$ cat src/rtl/bcd_display_pkg.sv
// Shared constants for the 4-digit BCD display multiplexer.
//   - Seven-segment patterns, active high, bit 6 = a ... bit 0 = g.
//   - Digit index values used by the scan counter.
//   - Helper that flags a nibble outside the BCD range.
package bcd_display_pkg;

    localparam logic [6:0] SEG_0     = 7'b1111110;
    localparam logic [6:0] SEG_1     = 7'b0110000;
    localparam logic [6:0] SEG_2     = 7'b1101101;
    localparam logic [6:0] SEG_3     = 7'b1111001;
    localparam logic [6:0] SEG_4     = 7'b0110011;
    localparam logic [6:0] SEG_5     = 7'b1011011;
    localparam logic [6:0] SEG_6     = 7'b1011111;
    localparam logic [6:0] SEG_7     = 7'b1110000;
    localparam logic [6:0] SEG_8     = 7'b1111111;
    localparam logic [6:0] SEG_9     = 7'b1111011;
    localparam logic [6:0] SEG_DASH  = 7'b0000001;
    localparam logic [6:0] SEG_BLANK = 7'b0000000;

    localparam logic [1:0] DIG_UNITS     = 2'd0;
    localparam logic [1:0] DIG_TENS      = 2'd1;
    localparam logic [1:0] DIG_HUNDREDS  = 2'd2;
    localparam logic [1:0] DIG_THOUSANDS = 2'd3;

    // All digit enables released (active-low anodes).
    localparam logic [3:0] AN_OFF = 4'b1111;

    function automatic logic nib_bad(input logic [3:0] nib);
        return nib > 4'd9;
    endfunction

endpackage

$ cat src/rtl/bcd_display_mux_4_bcd_to_7seg.sv
// bcd_to_7seg: combinational nibble to seven-segment decoder.
//   nib_i [3:0] : digit value
//   seg_o [6:0] : active-high segments (a..g); values 10..15 give a dash
module bcd_to_7seg
    import bcd_display_pkg::*;
(
    input  logic [3:0] nib_i,
    output logic [6:0] seg_o
);

    always_comb begin
        seg_o = SEG_DASH;
        case (nib_i)
            4'd0:    seg_o = SEG_0;
            4'd1:    seg_o = SEG_1;
            4'd2:    seg_o = SEG_2;
            4'd3:    seg_o = SEG_3;
            4'd4:    seg_o = SEG_4;
            4'd5:    seg_o = SEG_5;
            4'd6:    seg_o = SEG_6;
            4'd7:    seg_o = SEG_7;
            4'd8:    seg_o = SEG_8;
            4'd9:    seg_o = SEG_9;
            default: seg_o = SEG_DASH;
        endcase
    end

endmodule

$ cat src/rtl/bcd_display_mux_4.sv
// bcd_display_mux_4: time-multiplexed driver for a 4-digit seven-segment
// display showing a 3-digit BCD adder sum plus its carry as thousands "1".
//   clk     : clock, rising edge
//   rst_n   : asynchronous active-low reset
//   load    : capture strobe for bcd_in / cout_in
//   bcd_in  : {hundreds, tens, units}, one BCD nibble each
//   cout_in : carry-out, displayed as thousands digit 1 (or 0)
//   seg     : active-high segments, seg[6]=a ... seg[0]=g (registered)
//   an      : active-low digit enables, an[0]=units ... an[3]=thousands (registered)
//   err     : last captured value had a nibble above 9 (registered)
// A prescaler divides clk into ticks of REFRESH_DIV cycles; each tick
// registers one digit slot and advances the scan units->tens->hundreds->thousands.
module bcd_display_mux_4
    import bcd_display_pkg::*;
#(
    parameter int REFRESH_DIV = 50000,
    parameter bit BLANK_LZ    = 1'b1
) (
    input  logic        clk,
    input  logic        rst_n,
    input  logic        load,
    input  logic [11:0] bcd_in,
    input  logic        cout_in,
    output logic [6:0]  seg,
    output logic [3:0]  an,
    output logic        err
);

    localparam int PW = (REFRESH_DIV > 1) ? $clog2(REFRESH_DIV) : 1;
    localparam logic [PW-1:0] PRESC_LAST = PW'(REFRESH_DIV - 1);

    logic [11:0]   hold_q, hold_d;
    logic          cout_q, cout_d;
    logic          err_q, err_d;
    logic [PW-1:0] presc_q, presc_d;
    logic [1:0]    idx_q, idx_d;
    logic [6:0]    seg_q, seg_d;
    logic [3:0]    an_q, an_d;

    logic          tick;
    logic [3:0]    cur_nib;
    logic [6:0]    dec_seg;
    logic          blank_th, blank_hu, blank_te;
    logic          cur_blank;

    assign tick = (presc_q == PRESC_LAST);

    // Leading-zero blanking cascades down from thousands; a non-BCD
    // nibble compares unequal to zero and so stops the cascade.
    assign blank_th = BLANK_LZ && !cout_q;
    assign blank_hu = blank_th && (hold_q[11:8] == 4'd0);
    assign blank_te = blank_hu && (hold_q[7:4] == 4'd0);

    always_comb begin
        cur_nib   = hold_q[3:0];
        cur_blank = 1'b0;
        case (idx_q)
            DIG_UNITS: begin
                cur_nib   = hold_q[3:0];
                cur_blank = 1'b0;
            end
            DIG_TENS: begin
                cur_nib   = hold_q[7:4];
                cur_blank = blank_te;
            end
            DIG_HUNDREDS: begin
                cur_nib   = hold_q[11:8];
                cur_blank = blank_hu;
            end
            DIG_THOUSANDS: begin
                cur_nib   = {3'b000, cout_q};
                cur_blank = blank_th;
            end
            default: begin
                cur_nib   = hold_q[3:0];
                cur_blank = 1'b0;
            end
        endcase
    end

    bcd_to_7seg u_dec (
        .nib_i (cur_nib),
        .seg_o (dec_seg)
    );

    // The slot is computed from the pre-load hold value, so a load on a
    // tick cycle only becomes visible from the following tick.
    always_comb begin
        hold_d  = hold_q;
        cout_d  = cout_q;
        err_d   = err_q;
        presc_d = presc_q + PW'(1);
        idx_d   = idx_q;
        seg_d   = seg_q;
        an_d    = an_q;
        if (load) begin
            hold_d = bcd_in;
            cout_d = cout_in;
            err_d  = nib_bad(bcd_in[3:0]) | nib_bad(bcd_in[7:4]) | nib_bad(bcd_in[11:8]);
        end
        if (tick) begin
            presc_d = '0;
            idx_d   = idx_q + 2'd1;
            if (cur_blank) begin
                seg_d = SEG_BLANK;
                an_d  = AN_OFF;
            end else begin
                seg_d = dec_seg;
                an_d  = ~(4'b0001 << idx_q);
            end
        end
    end

    always_ff @(posedge clk or negedge rst_n) begin
        if (!rst_n) begin
            hold_q  <= '0;
            cout_q  <= 1'b0;
            err_q   <= 1'b0;
            presc_q <= '0;
            idx_q   <= DIG_UNITS;
            seg_q   <= SEG_BLANK;
            an_q    <= AN_OFF;
        end else begin
            hold_q  <= hold_d;
            cout_q  <= cout_d;
            err_q   <= err_d;
            presc_q <= presc_d;
            idx_q   <= idx_d;
            seg_q   <= seg_d;
            an_q    <= an_d;
        end
    end

    assign seg = seg_q;
    assign an  = an_q;
    assign err = err_q;

endmodule

$ cat config.mk
export PLATFORM = sky130hd
export DESIGN_NAME = bcd_display_mux_4
export DESIGN_NICKNAME = d
export VERILOG_FILES = /design/src/rtl/bcd_display_pkg.sv /design/src/rtl/bcd_display_mux_4_bcd_to_7seg.sv /design/src/rtl/bcd_display_mux_4.sv
export SDC_FILE = /design/constraint.sdc
export NUM_CORES = 1
export LEC_CHECK = 0
export BUFFER_PORTS_ARGS = -buffer_cell sky130_fd_sc_hd__buf_4
export CAP_MARGIN = 10
export CORE_MARGIN = 3
export CORE_UTILIZATION = 30
export DETAILED_ROUTE_END_ITERATION = 10
export HOLD_SLACK_MARGIN = 0.15
export PLACE_DENSITY = 0.45
export SYNTH_ARGS = -nofsm -noshare
export SYNTH_HDL_FRONTEND = slang
export SYNTH_SLANG_ARGS = --single-unit
$ cat constraint.sdc
create_clock -name clk -period 2.5 [get_ports clk]
set_clock_uncertainty 0.1 [all_clocks]
set_input_delay 0.375 -clock clk [delete_from_list [all_inputs] [get_ports clk]]
set_output_delay 0.375 -clock clk [all_outputs]
set_load 0.02 [all_outputs]
# Yosys cells after proc, flatten, opt, wreduce, memory -nomap -nowiden
# Memory sizes are Yosys's and may differ from the RTL's.
# Index checks and enable logic that the tools add are counted.
# totals
reg_bits	43
mem_bits_ro	112
in_bits	16
out_inout_bits	12
elab_cells	32
n_memories	1
# memory_table
memory	depth	word_bits	rd	rd_clocked_by_memory_dff	write_ports	line_no	source
(name not given)	16	7	1	0	0	bcd_display_mux_4_bcd_to_7seg.sv:13	case (nib_i)
# op_classes
addsub	2
magnitude_cmp	3
eq_ne	4
shifts	1
n_mux	5
n_bitwise	3
n_reduce_logical	6
# ops
op	n
16-bit by 1-bit adder with 16-bit output, second input constant	1
16-bit == test, second input constant	1
16-bit two-way mux	1
4-bit case mux with 4 select lines	1
4-bit greater-than comparator, second input constant	3
4-bit logical NOT	2
7-bit two-way mux	1
2-bit == test, second input constant	2
4-bit two-way mux	1
4-bit NOT	1
1-bit case mux with 4 select lines	1
1-bit by 2-bit left shift with 4-bit output, first input constant	1
2-bit by 1-bit adder with 2-bit output, second input constant	1
2-bit by 1-bit == test with 1-bit output, second input constant	1
1-bit logical AND	2
2-bit logical NOT	1
1-bit bitwise OR	2
1-bit logical NOT	1

# Depth between registers and ports, before layout
# depth
depth_word	5
mapped_depth	10
depth_no_buf	9

# By module
# Synthesis repeated with hierarchy kept, for this count alone.
# hier_totals
cells_unflattened	209
area_unflattened_um2	2265.9
# by_module_without_submodules
module	n_inst	cells_each	area_each_um2	seq_area_each_um2
bcd_display_mux_4	1	180	2038.2	1081.0
bcd_to_7seg	1	29	227.7	0.0

# Worst setup path after synthesis
# No wires, ideal clock.
# synth_timing
path_type	flip-flop to flip-flop
start	register idx_q[0]
end	register seg_q[0] (netlist: seg[0])
setup_ns	0.120
arrival_time_ns	1.906
t_required_ns	2.280
slack_ns	0.374
path_stages_with_launch	9
path_buffers	0
period_less_slack_ns	2.126
cell_sequence	dfrtp_1 > inv_1 > ha_1 > a22oi_1 > o21ai_0 > ha_1 > nor2_1 > a211o_1 > a31o_1
# synth_between
elab_chain_len	4
word_cells_on_any_way	8
cone_classes	3 x eq/ne; 3 x mux; 1 x reduce/logical; 1 x memory
# synth_lines
item	line_no	source
start: declaration	bcd_display_mux_4.sv:36	logic [1:0] idx_q, idx_d;
start signal: assignment	bcd_display_mux_4.sv:128	idx_q <= idx_d;
2-bit == test (tied with other cells)	bcd_display_mux_4.sv:57	case (idx_q)
4-bit case mux with 4 select lines	bcd_display_mux_4.sv:57	
memory read 16 x 7 bit	-	
7-bit two-way mux (*)	bcd_display_mux_4.sv:104	if (cur_blank) begin
end signal: assignment	bcd_display_mux_4.sv:129	seg_q <= seg_d;
end: declaration	bcd_display_mux_4.sv:37	logic [6:0] seg_q, seg_d;
# Mark *: on every way between the ends. The rest lies on a longest branch, timed or not.
# A chain may end at the register's enable or synchronous reset.

# Worst setup path in the final report
# Ends and elaborated chain as after synthesis.

==> flow_metrics.py <==
metrics = {
    "global_route": {
        "grt_pass1_vias": 1462,
        "antenna_found_initial": 0,
        "grt_max_degree": 44,
        "gr-usage-all-layers": 0.1147,
        "overflow": 0,
        "grt_pass1_wl_mm": 7.472,
    },
    "clock_tree": {
        "cts-root-buf": "clkbuf_8",
        "post_cts_buffers": 0,
        "clkLatencyLatePin_ns": 0.30,
        "htree_levels": 2,
        "clkSinkCount": 43,
        "numCtsBuffers": 5,
        "clk_path_buf_depth": 2,
        "tritoncts": "done",
        "path_clk_slew_ns": 0.09,
    },
    "sta": {
        "rsz0062_at_grt": "false",
        "min_period_over_period": 0.9100,
        "hold_violations": 0,
        "finalCriticalPeriod_ns": 2.275,
        "slew_headroom": 0.6316,
        "final-max-slew-violation-count": 0,
        "setup_slack_ns": 0.2250,
        "worst_pin_slew_ns": 0.5527,
        "finalSetupViolCount": 0,
        "max_freq_mhz": 439.6,
        "setup_tns_ns": 0,
    },
    "yosys": {
        "ys_seq_area_frac": 0.5085,
        "netlist_instances": 195,
        "ys_seq_elements": 43,
        "synth_edf_count": 0,
        "netlist_area_mm2": 0.002126,
        "syn_nets": 222,
        "yosys_warnings": 0,
        "synth.avg_cell_area_um2": 10.90,
        "ys_types": 37,
        "synth_ff_type": "dfrtp_1",
        "ys_async_sr_fraction": 1.000,
    },
    "cells_and_area": {
        "fin_area_mm2": 0.002529,
        "nets": 252,
        "final_cell_mix": "dfrtp_1 (39), buf_4 (28), nand2_1 (20)",
        "final_common_cell": "dfrtp_1",
        "diodes": 0,
        "drive_gt1_frac": 0.2522,
        "stdcell_count": 322,
        "syn2layout_area_growth_pct": 18.95,
    },
    "placed_design": {
        "gp_congestion": 0.7593,
        "portBuffers": 27,
        "hpwl_mm": 3.114,
        "place_ws_ns": 0.09504,
        "post_dp_cell_area_mm2": 0.002430,
        "dpl.cell_count": 313,
    },
    "power_and_ir_drop": {
        "vdd_ir_drop_max_uv": 244.4,
        "p_clk_frac": 0.337,
        "power_leakage_nw": 1.121,
        "p_sw_frac": 0.2489,
        "p_switching_mw": 0.3224,
        "seqPwrFrac": 0.568,
        "combPwrFrac": 0.095,
        "power_density_mw_per_mm2": 512.1,
        "p_int_mw": 0.9727,
    },
    "critical_path": {
        "r2r_slack_ns": 0.22,
        "cp_data_arrival_time_ns": 2.37,
        "required_ns": 2.60,
        "start_kind": "flip-flop",
        "endpoint_kind": "flip-flop",
        "r2r_start": "idx_q[0]",
        "crit_type": "reg2reg",
        "crit_fanout": 6,
        "reg2regPathDepth": 9,
        "worst_r2r_endpoint": "seg[0]",
    },
    "floorplanning": {
        "start_util": 0.3112,
        "core-area_mm2": 0.006832,
        "die_height_um": 90.18,
        "die-area_mm2": 0.008132,
        "die_width_um": 90.18,
        "rows": 30,
        "num_io_pins": 28,
    },
    "min_path": {
        "hold_path.class": "in2reg",
        "hold_end": "hold_q[0]",
        "min_from": "bcd_in[0]",
        "hold-path-cell-count": 3,
    },
    "routing": {
        "via_per_inst": 4.528,
        "wl_mm": 4.299,
        "drc": 0,
        "drt_pre_antenna_iters": 5,
        "drtIter0Drc": 55,
        "final_antenna_net_count": 0,
        "wl_per_cell_um": 13.35,
        "vias": 1458,
    },
    "run_status": {
        "status": "complete, no violations",
    },
    "job": {
        "max-cap-violations": 0,
    },
}
cell usage after synthesis (4+ instances only):
cell type,count,area share
nand3_1,7,0.016
xor2_1,6,0.025
mux2_2,13,0.069
xnor2_1,9,0.037
nor2_1,17,0.030
inv_1,7,0.012
buf_2,4,0.0094
o21ai_0,14,0.033
nand2_1,20,0.035
ha_1,11,0.065
dfstp_2,4,0.049
nor3_1,4,0.0094
dfrtp_1,39,0.46
area by class of cell:
type	count	area (um^2)
Tap cell	96	120.1
Clock buffer	7	76.32
Multi-Input combinational cell	138	979.7
Fill cell	713	4303
Inverter	7	26.28
Sequential cell	43	1081
Timing Repair Buffer	30	240.2
Clock inverter	1	5.005
critical path, cell delays in order, from the launching register on:
cell	delay, ns
dfrtp_1	0.41
inv_1	0.14
ha_1	0.30
a222oi_1	0.14
mux2_4	0.32
inv_1	0.09
ha_1	0.14
nor2_1	0.06
a211o_1	0.28
a31o_1	0.21
logic make-up after synthesis:
family	share of synthesized area
AOI/OAI and AO/OA	0.1077
xor gates and xnor gates	0.06180
adders and majority gates	0.06474
buffers and inverters	0.03414
DFF	0.5085
muxes	0.08299
and+or+nand+nor	0.1401
registers in the layout, summed over array words and instances, names as in the netlist:
register	count
presc_q	16
cout_q	1
idx_q	2
seg	7
hold_q	12
an	4
err	1
worst max path at each step:
stage | from | to | cells after the start
detailed placement | idx_q[0] | seg[0] | 8
CTS | idx_q[0] | seg[0] | 8
global placement | idx_q[0] | seg[0] | 8
floorplan | idx_q[0] | seg[0] | 8
finish | idx_q[0] | seg[0] | 9
global route | idx_q[0] | seg[3] | 9
metal layers:
metal	vias to the layer above	track usage	part of all wire
li1	735	-	-
met2	24	0.1643	0.41
met4	0	0.03827	0.013
met3	7	0.03096	0.036
met5	-	0	0
met1	692	0.1666	0.54
timing repair:
item / in CTS / in global routing
gates resized for setup: 0 / 3
setup endpoints to repair: 0 / 6
hold buffers: 1 / 0
hold endpoints to repair: 39 / 0
metrics by stage:
step           utilization  power [mW]  hold slack, ns
2_1_floorplan            -      0.8188        -0.02059
3_3_place_gp        0.3557      0.8743          0.3077
3_5_place_dp        0.3557      0.8717          0.3070
4_1_cts             0.3690       1.311          0.1877
5_1_grt             0.3701       1.362          0.1990
6_report            0.3701       1.295          0.1905
power groups by stage:
stage	registers, mW	logic, mW	clock network (mW)
floorplan	0.745	0.0739	0
global placement	0.751	0.124	0
detailed placement	0.750	0.122	0
CTS	0.736	0.124	0.451
global route	0.740	0.141	0.482
finish	0.736	0.123	0.436
Power figures use the tool's default switching activity.
